$ cat config.mk
export PLATFORM = sky130hd
export DESIGN_NAME = seg_display_scan
export DESIGN_NICKNAME = d
export VERILOG_FILES = /design/src/rtl/seg_pkg.sv /design/src/rtl/hex_to_seg.sv /design/src/rtl/seg_display_scan.sv
export SDC_FILE = /design/constraint.sdc
export NUM_CORES = 1
export LEC_CHECK = 0
export CAP_MARGIN = 15
export CORE_ASPECT_RATIO = 2
export CORE_UTILIZATION = 45
export CTS_CLUSTER_DIAMETER = 40
export CTS_CLUSTER_SIZE = 14
export DETAILED_ROUTE_END_ITERATION = 7
export HOLD_SLACK_MARGIN = 0.06
export PLACE_DENSITY = 0.66
export SLEW_MARGIN = 40
export SYNTH_ARGS = -nofsm -noshare
export SYNTH_HDL_FRONTEND = slang
export SYNTH_SLANG_ARGS = --single-unit
$ cat constraint.sdc
create_clock -name clk -period 4.5 [get_ports clk]
set_input_delay 0.45 -clock clk [delete_from_list [all_inputs] [get_ports clk]]
set_output_delay 0.45 -clock clk [all_outputs]
set_load 0.02 [all_outputs]
$ cat src/rtl/seg_pkg.sv
// ---------------------------------------------------------------------------
// seg_pkg
// Shared constants and types for the seven-segment scan block.
//   NUM_DIGITS     : number of multiplexed digits
//   SEG_BLANK      : active-low segment pattern with every segment off
//   AN_OFF         : active-low anode pattern with every digit off
//   HEX_SEG_TABLE  : hex code -> active-low {g,f,e,d,c,b,a}, indexed by code
// ---------------------------------------------------------------------------
package seg_pkg;

    localparam int NUM_DIGITS = 4;

    typedef logic [3:0] digit_t;

    localparam logic [6:0] SEG_BLANK = 7'h7F;
    localparam logic [3:0] AN_OFF    = 4'hF;

    // Concatenation lists the highest index first, so code F leads.
    localparam logic [15:0][6:0] HEX_SEG_TABLE = {
        7'h0E, 7'h06, 7'h21, 7'h46,   // F E d C
        7'h03, 7'h08, 7'h10, 7'h00,   // b A 9 8
        7'h78, 7'h02, 7'h12, 7'h19,   // 7 6 5 4
        7'h30, 7'h24, 7'h79, 7'h40    // 3 2 1 0
    };

    function automatic logic [6:0] hex_segments(input digit_t code);
        return HEX_SEG_TABLE[code];
    endfunction

endpackage

$ cat src/rtl/hex_to_seg.sv
// ---------------------------------------------------------------------------
// hex_to_seg
// Combinational hex digit decoder for a common-anode display.
//   i_code : 4-bit hex digit code
//   o_seg  : segments {g,f,e,d,c,b,a}, active-low
// ---------------------------------------------------------------------------
module hex_to_seg
    import seg_pkg::*;
(
    input  logic [3:0] i_code,
    output logic [6:0] o_seg
);

    assign o_seg = hex_segments(digit_t'(i_code));

endmodule

$ cat src/rtl/seg_display_scan.sv
// ---------------------------------------------------------------------------
// seg_display_scan
// Double-buffered, time-multiplexed driver for four common-anode
// seven-segment digits with optional whole-display blink.
//   clk        : system clock, rising edge
//   reset      : synchronous, active-high
//   disp_word  : four digit codes, [3:0] rightmost, [15:12] leftmost
//   digit_en   : per-digit enable, 0 blanks that digit
//   load       : one-cycle strobe, captures disp_word/digit_en into shadow
//   blink_en   : level, blanks the display during the odd blink phase
//   seg        : segments {g,f,e,d,c,b,a}, active-low, registered
//   dp         : decimal point, active-low, always off
//   an         : anodes, active-low, an[0] = rightmost digit, registered
//   frame_done : one-cycle pulse on the cycle that ends a 4-digit frame
//   pending    : shadow holds a word not yet committed to the display
// Newly loaded words only reach the display on a frame boundary, so a
// frame is never drawn from two different words.
// ---------------------------------------------------------------------------
module seg_display_scan
    import seg_pkg::*;
#(
    parameter int REFRESH_DIV = 100000,
    parameter int BLINK_DIV   = 50000000
) (
    input  logic        clk,
    input  logic        reset,
    input  logic [15:0] disp_word,
    input  logic [3:0]  digit_en,
    input  logic        load,
    input  logic        blink_en,
    output logic [6:0]  seg,
    output logic        dp,
    output logic [3:0]  an,
    output logic        frame_done,
    output logic        pending
);

    localparam int TW = (REFRESH_DIV > 1) ? $clog2(REFRESH_DIV) : 1;
    localparam int BW = (BLINK_DIV > 1) ? $clog2(BLINK_DIV) : 1;

    localparam logic [TW-1:0] TICK_LAST  = TW'(REFRESH_DIV - 1);
    localparam logic [TW-1:0] TICK_PRE   = TW'(REFRESH_DIV - 2);
    localparam logic [BW-1:0] BLINK_LAST = BW'(BLINK_DIV - 1);
    localparam logic [1:0]    IDX_LAST   = 2'(NUM_DIGITS - 1);

    logic [TW-1:0] r_tick;
    logic [1:0]    r_idx;
    logic [BW-1:0] r_blink_cnt;
    logic          r_blink_phase;
    logic [15:0]   r_shadow_word;
    logic [3:0]    r_shadow_mask;
    logic [15:0]   r_active_word;
    logic [3:0]    r_active_mask;
    logic          r_pending;
    logic          r_frame_done;
    logic [6:0]    r_seg;
    logic [3:0]    r_an;

    logic          w_tick_last;
    logic          w_blink_last;
    logic          w_frame_edge;
    logic          w_lit;
    digit_t        w_digit_codes [NUM_DIGITS];
    logic [3:0]    w_anode_sel;
    digit_t        w_digit_code;
    logic [6:0]    w_seg_decoded;

    assign w_tick_last  = (r_tick == TICK_LAST);
    assign w_blink_last = (r_blink_cnt == BLINK_LAST);
    assign w_frame_edge = w_tick_last && (r_idx == IDX_LAST);

    // Split the active word into per-digit codes and build the one-hot
    // select for the digit currently being scanned.
    genvar gi;
    generate
        for (gi = 0; gi < NUM_DIGITS; gi++) begin : g_digit
            assign w_digit_codes[gi] = r_active_word[gi*4 +: 4];
            assign w_anode_sel[gi]   = (r_idx == 2'(gi));
        end
    endgenerate

    assign w_digit_code = w_digit_codes[r_idx];
    assign w_lit        = r_active_mask[r_idx] && !(blink_en && r_blink_phase);

    hex_to_seg u_hex_to_seg (
        .i_code (w_digit_code),
        .o_seg  (w_seg_decoded)
    );

    always_ff @(posedge clk) begin
        if (reset) begin
            r_tick        <= '0;
            r_idx         <= '0;
            r_blink_cnt   <= '0;
            r_blink_phase <= 1'b0;
            r_shadow_word <= '0;
            r_shadow_mask <= '0;
            r_active_word <= '0;
            r_active_mask <= '0;
            r_pending     <= 1'b0;
            r_frame_done  <= 1'b0;
            r_seg         <= SEG_BLANK;
            r_an          <= AN_OFF;
        end else begin
            r_tick <= w_tick_last ? '0 : r_tick + 1'b1;
            if (w_tick_last) begin
                r_idx <= r_idx + 1'b1;
            end

            r_blink_cnt <= w_blink_last ? '0 : r_blink_cnt + 1'b1;
            if (w_blink_last) begin
                r_blink_phase <= ~r_blink_phase;
            end

            // Registered one cycle early so the pulse coincides with the
            // terminal-count cycle of the last digit.
            r_frame_done <= (r_tick == TICK_PRE) && (r_idx == IDX_LAST);

            if (load) begin
                r_shadow_word <= disp_word;
                r_shadow_mask <= digit_en;
            end

            // A load on the boundary cycle bypasses the shadow so the
            // newest word wins and nothing is left pending.
            if (w_frame_edge) begin
                if (load) begin
                    r_active_word <= disp_word;
                    r_active_mask <= digit_en;
                end else if (r_pending) begin
                    r_active_word <= r_shadow_word;
                    r_active_mask <= r_shadow_mask;
                end
                r_pending <= 1'b0;
            end else if (load) begin
                r_pending <= 1'b1;
            end

            // Anode and segments are both derived from the same index in
            // the same register stage, so digits never overlap.
            r_an  <= w_lit ? ~w_anode_sel : AN_OFF;
            r_seg <= w_lit ? w_seg_decoded : SEG_BLANK;
        end
    end

    assign seg        = r_seg;
    assign an         = r_an;
    assign dp         = 1'b1;
    assign frame_done = r_frame_done;
    assign pending    = r_pending;

endmodule
==> results.cfg, run 1 <==
[status]
status = finished, final reports clean

[synth]
async_flop_share_pct = 0
synth_top_family_by_area = simple AND/OR/NAND/NOR gates
syn_inst = 455
ys_dominant_reg_cell = dfxtp_1
synth_seq_cells = 99
synthDistinctLibCells = 51
synth_edf_count = 0
synth_compound_area_share_pct = 7.06
syn_area_um2 = 4500
netlist.top_cell.by_area = dfxtp_1
yosysTopAreaCellShare_pct = 44.0
ys_warn_count = 0
synthAdderAreaFrac_pct = 3.61
netlist_top_cells_area = dfxtp_1 44%, mux2_4 6.7%, mux2i_1 6.4%
syn-num-nets = 492
synth-xor-area-share_pct = 4.86
yosys.area_share.simple_pct = 21.3
synthMuxAreaShare_pct = 15.6
syn_area_per_cell_um2 = 9.90
ys_seq_area_share_pct = 44.0

[placed_design]
finalWeightedCongestion = 0.780
hpwlAfterDp_um = 6520
port_buffers = 36

[flow_run]
drv_cap = 0

[routing]
viasPerCell = 5.30
wirelength_um = 9040
drc = 0
final_antenna_net_count = 0
first_pass_iters = 4
drtIter0Drc = 206
via_count = 3286
drt-wirelength-per-cell_um = 14.6

[hold_path]
min_from = r_blink_cnt[0]
hold_path_class = register to register

[sta]
hold_ws_ns = 0.473
min_period_over_period_pct = 53.7
final-setup-viol-count = 0
slew_violations = 0
worstMarginPinSlew_ns = 0.658
final.setup_skew_ns = 0.00631
fmax_mhz = 414
min_period_ns = 2.41
relSlewSlack_pct = 55.7
rsz0062_at_grt = false
tns_ns = 0
hold_viol_final = 0

[floorplan]
dieArea_um2 = 10400
fp.coreArea_um2 = 9700
chipHeight_um = 143
boundaryPins = 38
rows = 51
die_w_um = 72.7
initial_core_util_pct = 46.4

[layout]
multiInputGateArea_um2 = 2370
diodes = 0
fill_cells = 875
drive_above_1_share_pct = 10.7
nets = 521
regArea_um2 = 1980
area_delta_synth_final_pct = 17.0

[cts]
ctsResizeCount = 0
post_cts_buffers = 0
clkTransAtPathRegs_ns = 0.06
clkSinkCount = 99
cts_inserted_buffers = 9
cts_tree = yes
clk_latency_ns = 0.34
clock_path_buffers = 2
root_buffer = clkbuf_16
h-tree-depth = 3
ctsHoldBuffers = 0

[worst_setup_path]
start_kind = register
critPathTopFamily = multiplexers
required_ns = 4.73
path_max_fanout = 11
cpMaxStageDelayCell = dfxtp_1
r2r-start = r_idx[0]
worstSetupEndpointType = register
critPathBufInv = 2
criticalPathCategory = register to register
startpoint = r_idx[0]
cp_cell_sequence = mux4_2 -> inv_1 -> ha_1 -> inv_1 -> mux4_2 -> nand2b_1
crit_arrival_ns = 2.64
cpPeakStageDelay_ns = 0.69

[power_and_ir_drop]
ir_drop_uv = 251
power_w = 0.00179
leakagePower_nw = 1.97
power.density_nw_per_um2 = 339

[global_route]
grt_usage_pct = 18.6
antenna_found_initial = 0
grt_max_degree = 47
grt_overflow = 0
grt_pass1_wl_um = 14900
grt_pass1_vias = 3204
layout by cell type, fill, tap and decap left out, types with 7 or more instances in the layout:
cell             synthesis  routed
a21oi_1                 20      20
clkbuf_16                0       9
clkdlybuf4s50_1          0      36
dfxtp_1                 99      99
ha_1                    13      13
inv_1                   14      14
mux2_4                  20      20
mux2i_1                 29      29
nand2_1                 18      18
nand3_1                 18      18
nand4_1                 12      12
nor2_1                  56      56
nor2b_1                 20      20
o21ai_0                 13      13
o31ai_1                  8       8
or3_1                    7       7
or4_1                   11      11
xnor2_1                 16      16
xor2_1                   9       9
synth_stat cells (2+ instances only):
cell	number
clkbuf_1	10
mux2i_1	29
xor2_1	9
and3_1	5
dfxtp_1	99
or4_1	11
a31o_2	2
buf_1	2
mux4_2	4
nand3_1	18
nor2b_1	20
mux2_4	20
buf_2	5
xnor2_1	16
nand2_1	18
inv_1	14
buf_6	2
ha_1	13
o221ai_1	2
nor4_1	3
nor3_1	5
a21oi_1	20
nand4_1	12
a31oi_1	2
o31ai_1	8
or3_1	7
and4_1	3
and2_1	2
nor2_1	56
nor3b_1	4
mux2_2	2
o21ai_0	13
report_power, final:
group	internal, W	switching, W	leakage, nW
Combinational	0.0000365	0.0000353	1.02
Sequential	0.000892	0.00000868	0.803
Clock	0.000497	0.000318	0.154
Total	0.00143	0.000362	1.97
kinds of logic after synthesis:
| kind of cell | after synthesis |
|---|---|
| buf+inv | 35 |
| other cells | 1 |
| flops | 99 |
| compound gates | 52 |
| mux | 55 |
| fa+ha+maj | 13 |
| simple gates | 175 |
| xor+xnor | 25 |
final timing paths:
path,cells after the start,to,slack [ns]
worst max-delay path,6,seg[3],2.09
worst max register to register,6,seg[3],2.09
worst min-delay path,1,r_blink_cnt[0],0.47
worst min register to register,1,r_blink_cnt[0],0.47
through the flow:
| stage | cell area, um2 | instances | setup WS (ns) | utilization (%) |
|---|---|---|---|---|
| 6_report | 5270 | 620 | 2.09 | 54.3 |
| 5_1_grt | 5270 | 620 | 1.95 | 54.3 |
| 4_1_cts | 5270 | 620 | 2.07 | 54.3 |
| 3_5_place_dp | 4950 | 605 | 2.05 | 51.0 |
| 3_3_place_gp | 4940 | 605 | 2.09 | 51.0 |
| 2_1_floorplan | 4500 | 455 | 2.36 | - |
metal layers:
metal / global-route usage, % / up-vias / share of wire (%)
li1: - / 1664 / -
met1: 20.4 / 1537 / 41
met3: 3.72 / 15 / 3.1
met5: 0 / - / 0
met2: 33.2 / 70 / 53
met4: 8.98 / 0 / 2.6
cell type report:
class                      count  area share, %
multi-input combinational    321           45.0
timing repair buffer          38           7.13
clock inverter                 5           1.47
clock buffer                  10           4.54
tap                          132           3.14
inverter                      15           1.07
sequential                    99           37.6
sequential cells by signal, indices dropped and copies added, names as in the netlist, 2 cells and up:
signal / count
an: 4
r_active_mask: 4
r_active_word: 16
r_blink_cnt: 26
r_idx: 2
r_shadow_mask: 4
r_shadow_word: 16
r_tick: 17
seg: 7
No activity file was read; power rests on OpenSTA's default activity.
==> inputs of run 2 (changes only) <==
--- a/config.mk
+++ b/config.mk
@@ -12,7 +12,7 @@
 export CTS_CLUSTER_SIZE = 14
 export DETAILED_ROUTE_END_ITERATION = 7
 export HOLD_SLACK_MARGIN = 0.06
-export PLACE_DENSITY = 0.66
+export PLACE_DENSITY = 0.68
 export SLEW_MARGIN = 40
 export SYNTH_ARGS = -nofsm -noshare
 export SYNTH_HDL_FRONTEND = slang
==> constraint.sdc (replaced) <==
create_clock -name clk -period 2.1 [get_ports clk]
set_input_delay 0.21 -clock clk [delete_from_list [all_inputs] [get_ports clk]]
set_output_delay 0.21 -clock clk [all_outputs]
set_load 0.02 [all_outputs]
==> run 2 against run 1 <==
Via count up 3.3%. Highest routed layer unchanged. First-iteration DRC count fell by 3.4%. Wire length grew 2.1%. Sequential power is 110% higher. Largest power group unchanged. Count of clock-buffer cells in the layout is 2 higher. Final cell count grew 3.5%. Global-route usage up 1.0 points. Combinational power up 120%. Critical path type unchanged. Utilization grew 1.8 points.
==> results.cfg, run 2 (synthesized netlist as in run 1, its figures left out) <==
[global_route]
grt_max_degree = 33
grt_pass1_vias = 3391
antenna_found_initial = 0
grt_overflow = 0
grt_pass1_wl_um = 15600
grt_usage_pct = 19.6

[layout]
fill_cells = 883
finalInstanceArea_um2 = 5450
final_cell_mix = 98 x dfxtp_1, 56 x nor2_1, 36 x clkdlybuf4s50_1
regMostFlops = r_blink_cnt
multiInputGateArea_um2 = 2370
area_delta_synth_final_pct = 20.9
reg.largest.list = r_blink_cnt: 26 flops, r_tick: 17 flops
drive_above_1_share_pct = 15.1
diodes = 0
largest_reg_flops = 26
final_core_util_pct = 56.1
layout_commonest_cell = dfxtp_1
regArea_um2 = 1980
nets = 542

[sta]
min_period_ns = 2.00
relSlewSlack_pct = 59.6
rsz0062_at_grt = false
worstMarginPinSlew_ns = 0.600
final-setup-viol-count = 0
fmax_mhz = 499
min_period_over_period_pct = 95.4
tns_ns = 0
slew_violations = 0
hold_viol_final = 0
final.setup_skew_ns = 0.00674

[power_and_ir_drop]
pwr-share-comb_pct = 4.2
power.density_nw_per_um2 = 699
p_int_w = 0.00301
power.switching_w = 0.000796
leakagePower_nw = 2.09
sw_frac_of_total_pct = 20.9
clock_power_share_pct = 45.1
ir_drop_uv = 453
seq_power_share_pct = 50.7

[flow_run]
drv_cap = 0

[worst_setup_path]
r2r_slack_ns = 0.1
endpoint = seg[3]
cpPeakStageDelay_ns = 0.57
worstRegToRegCells = 6
critPathBufInv = 2
start_kind = register
crit_arrival_ns = 2.22
path_max_fanout = 5
critPathTopFamily = multiplexers
cp_num_cells = 6
startpoint = r_idx[0]
r2r_end = seg[3]
cpMaxStageDelayCell = mux4_2
worstSetupEndpointType = register
r2r-start = r_idx[0]
required_ns = 2.32
cp_common_cell = mux4_2
criticalPathCategory = register to register
cp_cell_sequence = mux4_2 -> inv_2 -> ha_1 -> inv_1 -> mux4_2 -> nand2b_1

[placed_design]
finalWeightedCongestion = 0.835
dpl_cell_area_um2 = 5120
port_buffers = 36
hpwlAfterDp_um = 6800

[status]
status = finished, final reports clean

[routing]
final_antenna_net_count = 0
drc = 0
first_pass_iters = 4
via_count = 3394
wirelength_um = 9240
drtIter0Drc = 199
drt-wirelength-per-cell_um = 14.4
viasPerCell = 5.29

[cts]
ctsHoldBuffers = 0
clock_path_buffers = 2
h-tree-depth = 3
clkTransAtPathRegs_ns = 0.06
root_buffer = clkbuf_16
clkSinkCount = 99
cts_inserted_buffers = 9
clk_latency_ns = 0.35
cts_tree = yes

[floorplan]
rows = 51
initial_core_util_pct = 46.4
fp.coreArea_um2 = 9700
chipHeight_um = 143
dieArea_um2 = 10400
boundaryPins = 38
die_w_um = 72.7

[hold_path]
hold_path_class = register to register
-- run 2: layer usage --
| metal | global-route usage [%] | part of all wire [%] |
|---|---|---|
| met5 | 0 | 0 |
| met4 | 9.49 | 2.1 |
| met3 | 3.37 | 2.3 |
| met2 | 35.6 | 55 |
| met1 | 21.3 | 41 |
-- run 2: per-stage QoR --
stage / total power (W) / cells / hold WS [ns] / setup WS, ns
3_3_place_gp: 0.00213 / 625 / 0.441 / 0.103
5_1_grt: 0.00395 / 642 / 0.488 / 0.00606
6_report: 0.00381 / 642 / 0.461 / 0.0973
2_1_floorplan: 0.00206 / 455 / 0.396 / 0.0208
4_1_cts: 0.00384 / 642 / 0.466 / 0.00903
3_5_place_dp: 0.00213 / 625 / 0.451 / 0.00700
-- run 2: final cells by class --
type	instances	share of cell area, %
multi-input combinational	321	43.5
sequential	99	36.4
timing repair buffer	59	10.2
clock buffer	12	4.89
tap	132	3.03
inverter	15	1.03
clock inverter	4	0.873
-- run 2: timing repair --
item	4_1_cts	5_1_grt
buffers inserted	1	0
gates cloned	0	0
resized for setup	0	3
setup endpoints to repair	1	3
-- run 2: power by group through the flow --
stage / registers, W / clock network (W) / logic [W]
global placement: 0.00197 / 0 / 0.000159
global route: 0.00193 / 0.00184 / 0.000179
floorplan: 0.00197 / 0 / 0.0000885
detailed placement: 0.00197 / 0 / 0.000163
finish: 0.00193 / 0.00172 / 0.000161
CTS: 0.00193 / 0.00175 / 0.000164
-- run 2: worst min path at each step --
stage	cells after the start	startpoint	end	slack [ns]
2_1_floorplan	2	digit_en[0]	r_shadow_mask[0]	0.40
3_3_place_gp	1	r_blink_cnt[0]	r_blink_cnt[0]	0.44
3_5_place_dp	1	r_blink_cnt[0]	r_blink_cnt[0]	0.45
4_1_cts	1	r_blink_cnt[0]	r_blink_cnt[0]	0.47
5_1_grt	1	r_blink_cnt[0]	r_blink_cnt[0]	0.49
6_report	1	r_blink_cnt[0]	r_blink_cnt[0]	0.46
==> inputs of run 3 (changes only) <==
==> constraint.sdc (replaced) <==
create_clock -name clk -period 1.71 [get_ports clk]
set_input_delay 0.171 -clock clk [delete_from_list [all_inputs] [get_ports clk]]
set_output_delay 0.171 -clock clk [all_outputs]
set_load 0.02 [all_outputs]
==> run 3 against run 2 <==
Power rose by 25%. Critical path depth did not move. Worst setup slack worse by 0.31 ns. Hold slack better by 0.012 ns. Final cell count up 10%. Largest cell class unchanged. Utilization is 8.7 points higher. Critical endpoint unchanged. Sequential share of layout area fell by 4.5 points. Non-clock buffer count grew 65. Global-route usage increased by 3.2 points. Register-to-register slack got worse by 0.31 ns. Count of clock-buffer cells in the layout decreased by 2. Clock skew grew 0.0032 ns. The flow now finishes with violations (negative setup slack). Critical path type unchanged.
==> results.cfg, run 3 (synthesized netlist as in run 1, its figures left out) <==
[global_route]
grt_usage_pct = 22.8
grt_pass1_wl_um = 18000
antenna_found_initial = 0
grt_overflow = 0
grt_pass1_vias = 3970
grt_max_degree = 49

[floorplan]
boundaryPins = 38
initial_core_util_pct = 46.4
chipHeight_um = 143
fp.coreArea_um2 = 9700
die_w_um = 72.7
dieArea_um2 = 10400
rows = 51

[routing]
drtIter0Drc = 208
wirelength_um = 11200
final_antenna_net_count = 0
drt-wirelength-per-cell_um = 15.9
first_pass_iters = 4
via_count = 3746
drc = 0
viasPerCell = 5.31

[status]
status = finished, violations left
violations = negative setup slack

[worst_setup_path]
start_kind = register
required_ns = 1.94
r2r_slack_ns = -0.22
path_max_fanout = 4
crit_arrival_ns = 2.15
worstSetupEndpointType = register
worstRegToRegCells = 6
criticalPathCategory = register to register

[cts]
root_buffer = clkbuf_16
clk_latency_ns = 0.34
ctsHoldBuffers = 0
clock_path_buffers = 2
cts_inserted_buffers = 9
cts_tree = yes
clkTransAtPathRegs_ns = 0.07
h-tree-depth = 3
clkSinkCount = 99

[hold_path]
hold_path_class = input pin to register
whs_path_depth = 3

[sta]
rsz0062_at_grt = true
min_period_over_period_pct = 113
final.setup_skew_ns = 0.00990
fmax_mhz = 519
final-setup-viol-count = 46
tns_ns = -6.36
finalWorstSetupSlack_ns = -0.218
min_period_ns = 1.93
slew_violations = 0
hold_viol_final = 0

[layout]
largest_reg_flops = 26
multiInputGateArea_um2 = 2630
diodes = 0
area_delta_synth_final_pct = 39.6
regMostFlops = r_blink_cnt
nets = 607
reg.largest.list = r_blink_cnt: 26 flops, r_tick: 17 flops
final_cell_mix = 91 x dfxtp_1, 78 x buf_4, 45 x nor2_1
regArea_um2 = 2010
drive_above_1_share_pct = 33.6
final_core_util_pct = 64.8
final_cells = 706
fill_cells = 790
layout_commonest_cell = dfxtp_1

[placed_design]
finalWeightedCongestion = 0.884
place_ws_ns = -0.208
port_buffers = 36
hpwlAfterDp_um = 8030
dp_cells = 683

[power_and_ir_drop]
leakagePower_nw = 2.46
power.density_nw_per_um2 = 756
ir_drop_uv = 617
power_w = 0.00475

[flow_run]
drv_cap = 0
## run 3: final timing paths
path | from | to
max | r_idx[0] | seg[3]
min | digit_en[2] | r_shadow_mask[2]
max reg2reg | r_idx[0] | seg[3]
min reg2reg | r_blink_cnt[22] | r_blink_cnt[22]
## run 3: through the flow
stage / hold slack (ns) / area [um2]
after detailed placement: 0.479 / 5660
after global routing: 0.501 / 6280
after floorplan: 0.357 / 4620
after global placement: 0.471 / 5660
after CTS: 0.471 / 6140
final: 0.474 / 6280
## run 3: worst max-delay path, stage by stage, from the launching register on
cell,delay (ns)
dfxtp_4,0.37
mux4_2,0.56
inv_2,0.12
ha_4,0.14
inv_2,0.03
mux4_2,0.44
nand2b_4,0.15
## run 3: what timing repair did
item | 4_1_cts | 5_1_grt
pin swaps | 13 | 10
endpoints found under the hold margin | 0 | 0
setup buffers | 5 | 2
setup endpoints to repair | 49 | 72
cloned | 1 | 0
resized for setup | 28 | 36
## run 3: cell type report
class,instances,area share [%]
Inverter,15,0.936
Sequential cell,99,31.9
Clock buffer,10,3.64
Tap cell,132,2.63
Multi-Input combinational cell,321,41.8
Timing Repair Buffer,124,17.8
Clock inverter,5,1.25
## run 3: per-layer routing
metal  share of wire [%]  global-route usage, %  up-vias
li1                    -                      -     1837
met1                  33                   19.4     1799
met2                  59                   45.4       74
met3                 2.2                   3.79       36
met4                 5.2                   15.6        0
met5                   0                      0        -
## run 3: power breakdown
| group | total [W] | internal (W) | switching (W) |
|---|---|---|---|
| clock network | 0.00212 | 0.00127 | 0.000849 |
| logic | 0.000266 | 0.000143 | 0.000123 |
| registers | 0.00237 | 0.00234 | 0.0000227 |
